### src/rtl/fetch_pkg.sv
// Shared constants for the ROM fetch stage: FSM state encoding, default vectors
// and the opcode-length decode helper.
package fetch_pkg;

  localparam logic [1:0] S_ISSUE = 2'd0;
  localparam logic [1:0] S_OPC   = 2'd1;
  localparam logic [1:0] S_ARG   = 2'd2;
  localparam logic [1:0] S_HOLD  = 2'd3;

  localparam logic [7:0] DEF_RESET_VECTOR = 8'h00;
  localparam logic [7:0] DEF_IRQ_VECTOR   = 8'hF0;
  localparam int         DEF_OPERAND_BIT  = 3;

  // True when the opcode announces a trailing operand byte.
  function automatic logic has_operand(input logic [7:0] opcode, input int bit_idx);
    logic r;
    r = 1'b0;
    for (int i = 0; i < 8; i++) begin
      if (i == bit_idx) begin
        r = opcode[i];
      end else begin
        r = r;
      end
    end
    return r;
  endfunction

endpackage

### src/rtl/rom_fetch_unit.sv
// Instruction fetch stage behind a 1-cycle synchronous ROM; assembles 1/2-byte
// instructions for a valid/ready consumer. Optional interrupt redirect: FETCH_IRQ_EN.
module rom_fetch_unit
  import fetch_pkg::*;
#(
  parameter int                    ADDR_WIDTH   = 8,
  parameter logic [ADDR_WIDTH-1:0] RESET_VECTOR = ADDR_WIDTH'(DEF_RESET_VECTOR),
  parameter int                    OPERAND_BIT  = DEF_OPERAND_BIT
`ifdef FETCH_IRQ_EN
  , parameter logic [ADDR_WIDTH-1:0] IRQ_VECTOR = ADDR_WIDTH'(DEF_IRQ_VECTOR)
`endif
) (
  input  logic                  CLK,
  input  logic                  RESETn,
  output logic [ADDR_WIDTH-1:0] ROM_ADDR,
  input  logic [7:0]            ROM_DATA,
  output logic                  INSTR_VALID,
  input  logic                  INSTR_READY,
  output logic [7:0]            OPCODE,
  output logic [7:0]            OPERAND,
  output logic                  HAS_OPERAND,
  output logic [ADDR_WIDTH-1:0] PC,
  input  logic                  JUMP_EN,
  input  logic [ADDR_WIDTH-1:0] JUMP_ADDR
`ifdef FETCH_IRQ_EN
  , input  logic                  IRQ
  , output logic                  IRQ_ACK
  , output logic [ADDR_WIDTH-1:0] RET_PC
`endif
);

  localparam logic [ADDR_WIDTH-1:0] FP_ONE = ADDR_WIDTH'(1);

  logic [1:0]            r_state;
  logic [ADDR_WIDTH-1:0] r_fp;
  logic [ADDR_WIDTH-1:0] r_pc;
  logic [7:0]            r_opcode;
  logic [7:0]            r_operand;
  logic                  r_has_op;
  logic                  r_valid;
  logic                  w_rom_has_op;
`ifdef FETCH_IRQ_EN
  logic                  r_irq_ack;
  logic [ADDR_WIDTH-1:0] r_ret_pc;
`endif

  assign w_rom_has_op = has_operand(ROM_DATA, OPERAND_BIT);

  assign ROM_ADDR    = r_fp;
  assign INSTR_VALID = r_valid;
  assign OPCODE      = r_opcode;
  assign OPERAND     = r_operand;
  assign HAS_OPERAND = r_has_op;
  assign PC          = r_pc;
`ifdef FETCH_IRQ_EN
  assign IRQ_ACK     = r_irq_ack;
  assign RET_PC      = r_ret_pc;
`endif

  // Fetch FSM: FP always points one byte ahead so ROM latency is hidden.
  always_ff @(posedge CLK or negedge RESETn) begin
    if (!RESETn) begin
      r_state   <= S_ISSUE;
      r_fp      <= RESET_VECTOR;
      r_pc      <= '0;
      r_opcode  <= 8'h00;
      r_operand <= 8'h00;
      r_has_op  <= 1'b0;
      r_valid   <= 1'b0;
`ifdef FETCH_IRQ_EN
      r_irq_ack <= 1'b0;
      r_ret_pc  <= '0;
`endif
    end else begin
`ifdef FETCH_IRQ_EN
      r_irq_ack <= 1'b0;
`endif
      if (JUMP_EN) begin
        r_fp    <= JUMP_ADDR;
        r_valid <= 1'b0;
        r_state <= S_ISSUE;
      end else begin
        case (r_state)
          S_ISSUE: begin
            r_fp    <= r_fp + FP_ONE;
            r_state <= S_OPC;
          end
          S_OPC: begin
            r_opcode <= ROM_DATA;
            r_has_op <= w_rom_has_op;
            r_pc     <= r_fp - FP_ONE;
            if (w_rom_has_op) begin
              r_fp    <= r_fp + FP_ONE;
              r_state <= S_ARG;
            end else begin
              r_operand <= 8'h00;
              r_valid   <= 1'b1;
              r_state   <= S_HOLD;
            end
          end
          S_ARG: begin
            r_operand <= ROM_DATA;
            r_valid   <= 1'b1;
            r_state   <= S_HOLD;
          end
          S_HOLD: begin
            if (INSTR_READY) begin
              r_valid <= 1'b0;
`ifdef FETCH_IRQ_EN
              // Instruction boundary: FP already holds the return address.
              if (IRQ) begin
                r_ret_pc  <= r_fp;
                r_fp      <= IRQ_VECTOR;
                r_irq_ack <= 1'b1;
                r_state   <= S_ISSUE;
              end else begin
                r_fp    <= r_fp + FP_ONE;
                r_state <= S_OPC;
              end
`else
              r_fp    <= r_fp + FP_ONE;
              r_state <= S_OPC;
`endif
            end else begin
              r_state <= S_HOLD;
            end
          end
          default: begin
            r_valid <= 1'b0;
            r_state <= S_ISSUE;
          end
        endcase
      end
    end
  end

endmodule

### config.mk
export PLATFORM = sky130hd
export DESIGN_NAME = rom_fetch_unit
export DESIGN_NICKNAME = d
export VERILOG_FILES = /design/src/rtl/fetch_pkg.sv /design/src/rtl/rom_fetch_unit.sv
export SDC_FILE = /design/constraint.sdc
export NUM_CORES = 1
export LEC_CHECK = 0
export ABC_CLOCK_PERIOD_IN_PS = 2800
export BUFFER_PORTS_ARGS = -buffer_cell sky130_fd_sc_hd__clkbuf_2
export CAP_MARGIN = 20
export CORE_MARGIN = 10
export CORE_UTILIZATION = 44
export CTS_BUF_LIST = sky130_fd_sc_hd__clkbuf_8 sky130_fd_sc_hd__clkbuf_16
export DETAILED_ROUTE_END_ITERATION = 12
export MAX_ROUTING_LAYER = met4
export PLACE_DENSITY = 0.69
export SLEW_MARGIN = 20
export SYNTH_ARGS = -nofsm -noshare
export SYNTH_HDL_FRONTEND = slang
export SYNTH_SLANG_ARGS = --single-unit
### constraint.sdc
create_clock -name CLK -period 2.8 [get_ports CLK]
set_input_delay 0.84 -clock CLK [delete_from_list [all_inputs] [get_ports CLK]]
set_output_delay 0.84 -clock CLK [all_outputs]
set_load 0.02 [all_outputs]
Word level (Yosys, flattened, before mapping)
Index checks and enable logic that the tools add are counted.
{"block": "word_totals", "regBits": 36, "ram_bits": 0, "elab_cells": 39, "in_bits": 20, "output_inout_bits": 34, "memories": 0, "rom_bits": 0, "latch_bits": 0}
{"block": "classes", "bitwise_logic": 1, "magnitude_cmp": 0, "shift": 0, "n_eq_ne": 7, "addsub": 2, "multipliers": 0, "n_mux": 14, "div_mod_pow": 0, "n_reduce_logical": 8}
{"op": "$mux 8", "n": 4}
{"op": "$pmux 8 s3", "n": 1}
{"op": "$pmux 8 s2", "n": 1}
{"op": "$ne 3x3->1 const B", "n": 3}
{"op": "$reduce_and 3->1", "n": 3}
{"op": "$add 8x1->8 const B", "n": 1}
{"op": "$pmux 2 s4", "n": 1}
{"op": "$reduce_bool 4->1", "n": 2}
{"op": "$sub 8x1->8 const B", "n": 1}
{"op": "$eq 2x2->1 const B", "n": 2}
{"op": "$mux 1", "n": 4}
{"op": "$mux 2", "n": 2}
{"op": "$pmux 1 s3", "n": 1}
{"op": "$eq 2x1->1 const B", "n": 1}
{"op": "$logic_not 2->1", "n": 1}
{"op": "$ne 2x2->1 const B", "n": 1}
{"op": "$reduce_and 2->1", "n": 1}
{"op": "$reduce_bool 2->1", "n": 1}
{"op": "$not 1->1", "n": 1}

Depth between registers and ports, before layout
{"block": "logic_depth", "ltp_word": 4, "mapped_depth": 7, "mapped_depth_nobuf": 6}

Worst setup path after synthesis
No wires, ideal clock.
{"block": "synth_timing", "path_kind": "input to register", "from": "in ROM_DATA[3]", "to": "reg r_fp[3] (netlist: ROM_ADDR[3])", "arrival_time_ns": 1.592, "required_time_ns": 2.675, "setup_time_ns": 0.125, "n_path_buf": 0, "setup_slack_ns": 1.084, "cell_stages": 4, "path_cell_list": "nor2b_4 -> nor4_4 -> xor2_1 -> mux2_2"}
{"block": "synth_between", "elab_chain_cells": 2}
{"item": "start: declaration", "line": "rom_fetch_unit.sv:16", "rtl": "input logic [7:0] ROM_DATA,"}
{"item": "$ne 3x3->1 (no line)"}
{"item": "$reduce_and 3->1 (no line)"}
{"item": "end signal: assignment", "line": "rom_fetch_unit.sv:85", "rtl": "r_fp <= r_fp + FP_ONE;"}
{"item": "end signal: assignment", "line": "rom_fetch_unit.sv:93", "rtl": "r_fp <= r_fp + FP_ONE;"}
{"item": "end signal: assignment", "line": "rom_fetch_unit.sv:121", "rtl": "r_fp <= r_fp + FP_ONE;"}
{"item": "end: declaration", "line": "rom_fetch_unit.sv:35", "rtl": "logic [ADDR_WIDTH-1:0] r_fp;"}
Every way passes these cells.
A chain may end at the register's enable or synchronous reset.

Worst setup path in the final report
{"block": "layout_timing", "from": "reg r_state[0]", "to": "reg r_operand[0] (netlist: OPERAND[0])"}
{"block": "layout_between", "elab_chain_cells": 3, "elab_cells_between_ends": 6, "cone_classes": "eq/ne: 3; mux: 1; reduce/logical: 2"}
{"item": "start: declaration", "line": "rom_fetch_unit.sv:34", "rtl": "logic [1:0] r_state;"}
{"item": "start signal: assignment", "line": "rom_fetch_unit.sv:63", "rtl": "r_state <= S_ISSUE;"}
{"item": "start signal: assignment", "line": "rom_fetch_unit.sv:81", "rtl": "r_state <= S_ISSUE;"}
{"item": "start signal: assignment", "line": "rom_fetch_unit.sv:86", "rtl": "r_state <= S_OPC;"}
{"item": "$eq 2x1->1 / $eq 2x2->1 (equally long branches)", "line": "rom_fetch_unit.sv:83", "rtl": "case (r_state)"}
{"item": "$ne 2x2->1 (no line) / $reduce_bool 2->1 (equally long branches)"}
{"item": "$reduce_and 3->1 (no line)"}
{"item": "end signal: assignment", "line": "rom_fetch_unit.sv:67", "rtl": "r_operand <= 8'h00;"}
{"item": "end signal: assignment", "line": "rom_fetch_unit.sv:96", "rtl": "r_operand <= 8'h00;"}
{"item": "end signal: assignment", "line": "rom_fetch_unit.sv:102", "rtl": "r_operand <= ROM_DATA;"}
{"item": "end: declaration", "line": "rom_fetch_unit.sv:38", "rtl": "logic [7:0] r_operand;"}
Several ways; a longest one is shown, not always the timed one.

==> flow_summary.toml <==
[placed_design]
placed_cell_area_um2 = 2091
placement.io_buffers = 53
dpl.hpwl_um = 3187
gp_congestion = 0.7351
dp_cells = 272

[critical_path]
critPathSlowestCell = "o21bai_1"
worstPathRequired_ns = 2.92
end_kind = "flip-flop"
cp_max_fo = 14
worst_ep_arrival_time_ns = 2.10
startpoint = "r_state[0]"
ff2ff_setup_slack_ns = 0.83
critical_path_class = "reg -> reg"
crit_end = "OPERAND[0]"
max_stage_delay_ns = 0.59
start_kind = "flip-flop"
reg2reg_depth = 5
r2r_end = "OPERAND[0]"
reg2reg_from = "r_state[0]"
crit_chain = "inv_1 > ha_1 > nor2b_1 > o21bai_1 > o21ai_0"

[die]
coreArea_um2 = 3971
start_util_pct = 45.31
row_count = 23
ioPinCount = 54
fp.dieH_um = 83.95
die_area_um2 = 7047
die_width_um = 83.95

[logic_synthesis]
postSynthAreaPerCell_um2 = 10.11
synth_common_cells = "dfrtp_1 (35), nand2_1 (34), o21ai_0 (19)"
synth_most_common_cell = "dfrtp_1"
synth_top_area_cell = "dfrtp_1"
synth_area_leaders = "dfrtp_1 (49%), nand2_1 (7.1%), mux2_2 (6.3%), ha_1 (5.6%), o21ai_0 (5.3%)"
synth_edf_count = 0
netlist_area_um2 = 1799
ys_warn_count = 0
ys_seq_area_share_pct = 48.68
syn_nets = 206
synthArstFlopShare_pct = 100.0
syn_inst = 178
ys_seq_elements = 35
synth_ff_type = "dfrtp_1"
synth_cell_types = 31
synth.top_cell.area_share_pct = 48.68

[cts]
clockBufferDepth = 2
clock-sinks = 35
cts_setup_buffers = 0
cts.clk_slew.worst_paths_ns = 0.06
cts-resized-gates = 0
htreeDepth = 2
numCtsBuffers = 5
clk_latency_ns = 0.28
cts_tree = "done"
root_buffer = "clkbuf_8"
cts_hold_buf = 0

[layout]
finalNonFillerCells = 278
area.growth.synth_to_final_pct = 20.24
drive_gt1_share_pct = 34.21
final_area_um2 = 2163
nNetsFinal = 257
antenna_cells = 0

[run_status]
status = "complete, no violations"

[detailed_routing]
drtAntennaViolNets = 0
wl_per_cell_um = 14.32
drt-initial-drc-count = 72
first_pass_iters = 4
remaining_drc_errors = 0
wirelength_um = 3981
vias_per_cell = 5.014
vias = 1394

[global_route]
grt_util_met1_pct = 11.72
grtUsageMet2_pct = 21.39
grt.met3_usage_pct = 4.297
grt-ovfl-total = 0
grt_pass1_wl_um = 6941
busiest_layer = "met2"
grt_pass1_vias = 1553
grt_use_total_pct = 12.07
antenna_found_initial = 0
grt_max_degree = 36

[pwr]
finalPower_mw = 1.938
power_frac_clock_pct = 16.4
internal-power_mw = 1.150
switching_share_pct = 40.69
leakagePower_nw = 1.050
power_frac_seq_pct = 41.5
power_frac_comb_pct = 42.1
ir_worst_vdd_uv = 313.0
switching_power_mw = 0.7887
power_density_nw_per_um2 = 896.0

[timing]
final_hold_viol_count = 0
post-route-period-util_pct = 70.40
slew_viol_final = 0
fmax_mhz = 507.3
fin_skew_ns = 0.004640
worst_slew_pin_slew_ns = 0.8470
finalSetupViolCount = 0
finalSetupTns_ns = 0
relSlewSlack_pct = 43.53
min_period_ns = 1.971
hold_ws_ns = 0.4816
rsz0062_at_grt = "false"

[job]
maxCapViolCount = 0

[min_path]
hold_class = "reg -> reg"
layout by cell type, fill, tap and decap left out, types with 2 or more instances in the layout:
master,synthesis,routed
nand3_1,6,6
o21ai_0,19,19
nor2b_4,2,2
nor4_1,2,2
nand2_1,34,34
clkbuf_2,0,53
inv_1,8,9
xnor2_1,7,7
xor2_1,3,3
nor3_4,2,2
a311o_1,2,2
nor2_1,7,7
nor3_1,2,2
dfrtp_1,35,35
nand4_1,3,3
mux2_2,10,10
buf_4,1,2
clkbuf_8,0,5
ha_1,8,8
a21oi_1,4,4
and3_1,2,2
nor4b_2,2,2
power groups by stage:
stage / Clock (mW) / Sequential [mW] / Combinational [mW]
6_report: 0.317 / 0.805 / 0.816
5_1_grt: 0.348 / 0.834 / 0.907
4_1_cts: 0.334 / 0.809 / 0.838
3_5_place_dp: 0 / 0.819 / 0.836
3_3_place_gp: 0 / 0.806 / 0.821
2_1_floorplan: 0 / 0.988 / 0.378
state kept, by name (all words and copies together) (netlist names):
| name | flops |
|---|---|
| r_state | 2 |
| ROM_ADDR | 8 |
| PC | 8 |
| OPERAND | 8 |
| OPCODE | 8 |
| INSTR_VALID | 1 |
worst min path at each step:
stage,startpoint,endpoint,slack (ns),cells after the start
6_report,PC[4],PC[4],0.48,2
4_1_cts,OPERAND[7],OPERAND[7],0.49,2
3_3_place_gp,PC[0],PC[0],0.46,2
2_1_floorplan,r_state[1],r_state[1],0.50,1
3_5_place_dp,OPERAND[7],OPERAND[7],0.47,2
5_1_grt,OPERAND[4],OPERAND[4],0.51,2
final cells by class:
class / instances / area (um2)
fillers: 398 / 1808
clock inverters: 1 / 3.754
multi-input cells: 124 / 842.1
flip-flops and latches: 35 / 875.8
inverters: 8 / 30.03
clock buffers: 5 / 68.82
well taps: 50 / 62.56
repair buffers: 55 / 280.3
cell families after synthesis:
group | after synthesis | share of synthesized area [%]
compound gates | 29 | 9.110
xor+xnor | 10 | 4.868
fa+ha+maj | 8 | 5.564
buf+inv | 19 | 4.520
flops | 35 | 48.68
mux | 11 | 6.815
simple gates | 66 | 20.45
layer usage:
metal | wire, um | share of wire (%)
met1 | 1622 | 41
met4 | 66 | 1.7
met2 | 2068 | 52
met3 | 223 | 5.6
met5 | 0 | 0
worst max-delay path: cells and delay by family, from the launching register on:
family / cells / cell delay [ns]
adders and majority gates: 1 / 0.33
buffers and inverters: 1 / 0.10
DFF: 1 / 0.42
and+or+nand+nor: 1 / 0.18
AOI/OAI and AO/OA: 2 / 0.79
per-stage QoR:
stage / utilization, % / setup WS (ns)
4_1_cts: 54.47 / 0.8104
3_3_place_gp: 52.65 / 0.7682
5_1_grt: 54.47 / 0.5595
6_report: 54.47 / 0.8287
2_1_floorplan: - / 1.084
3_5_place_dp: 52.65 / 0.7390
Power figures use the tool's default switching activity.
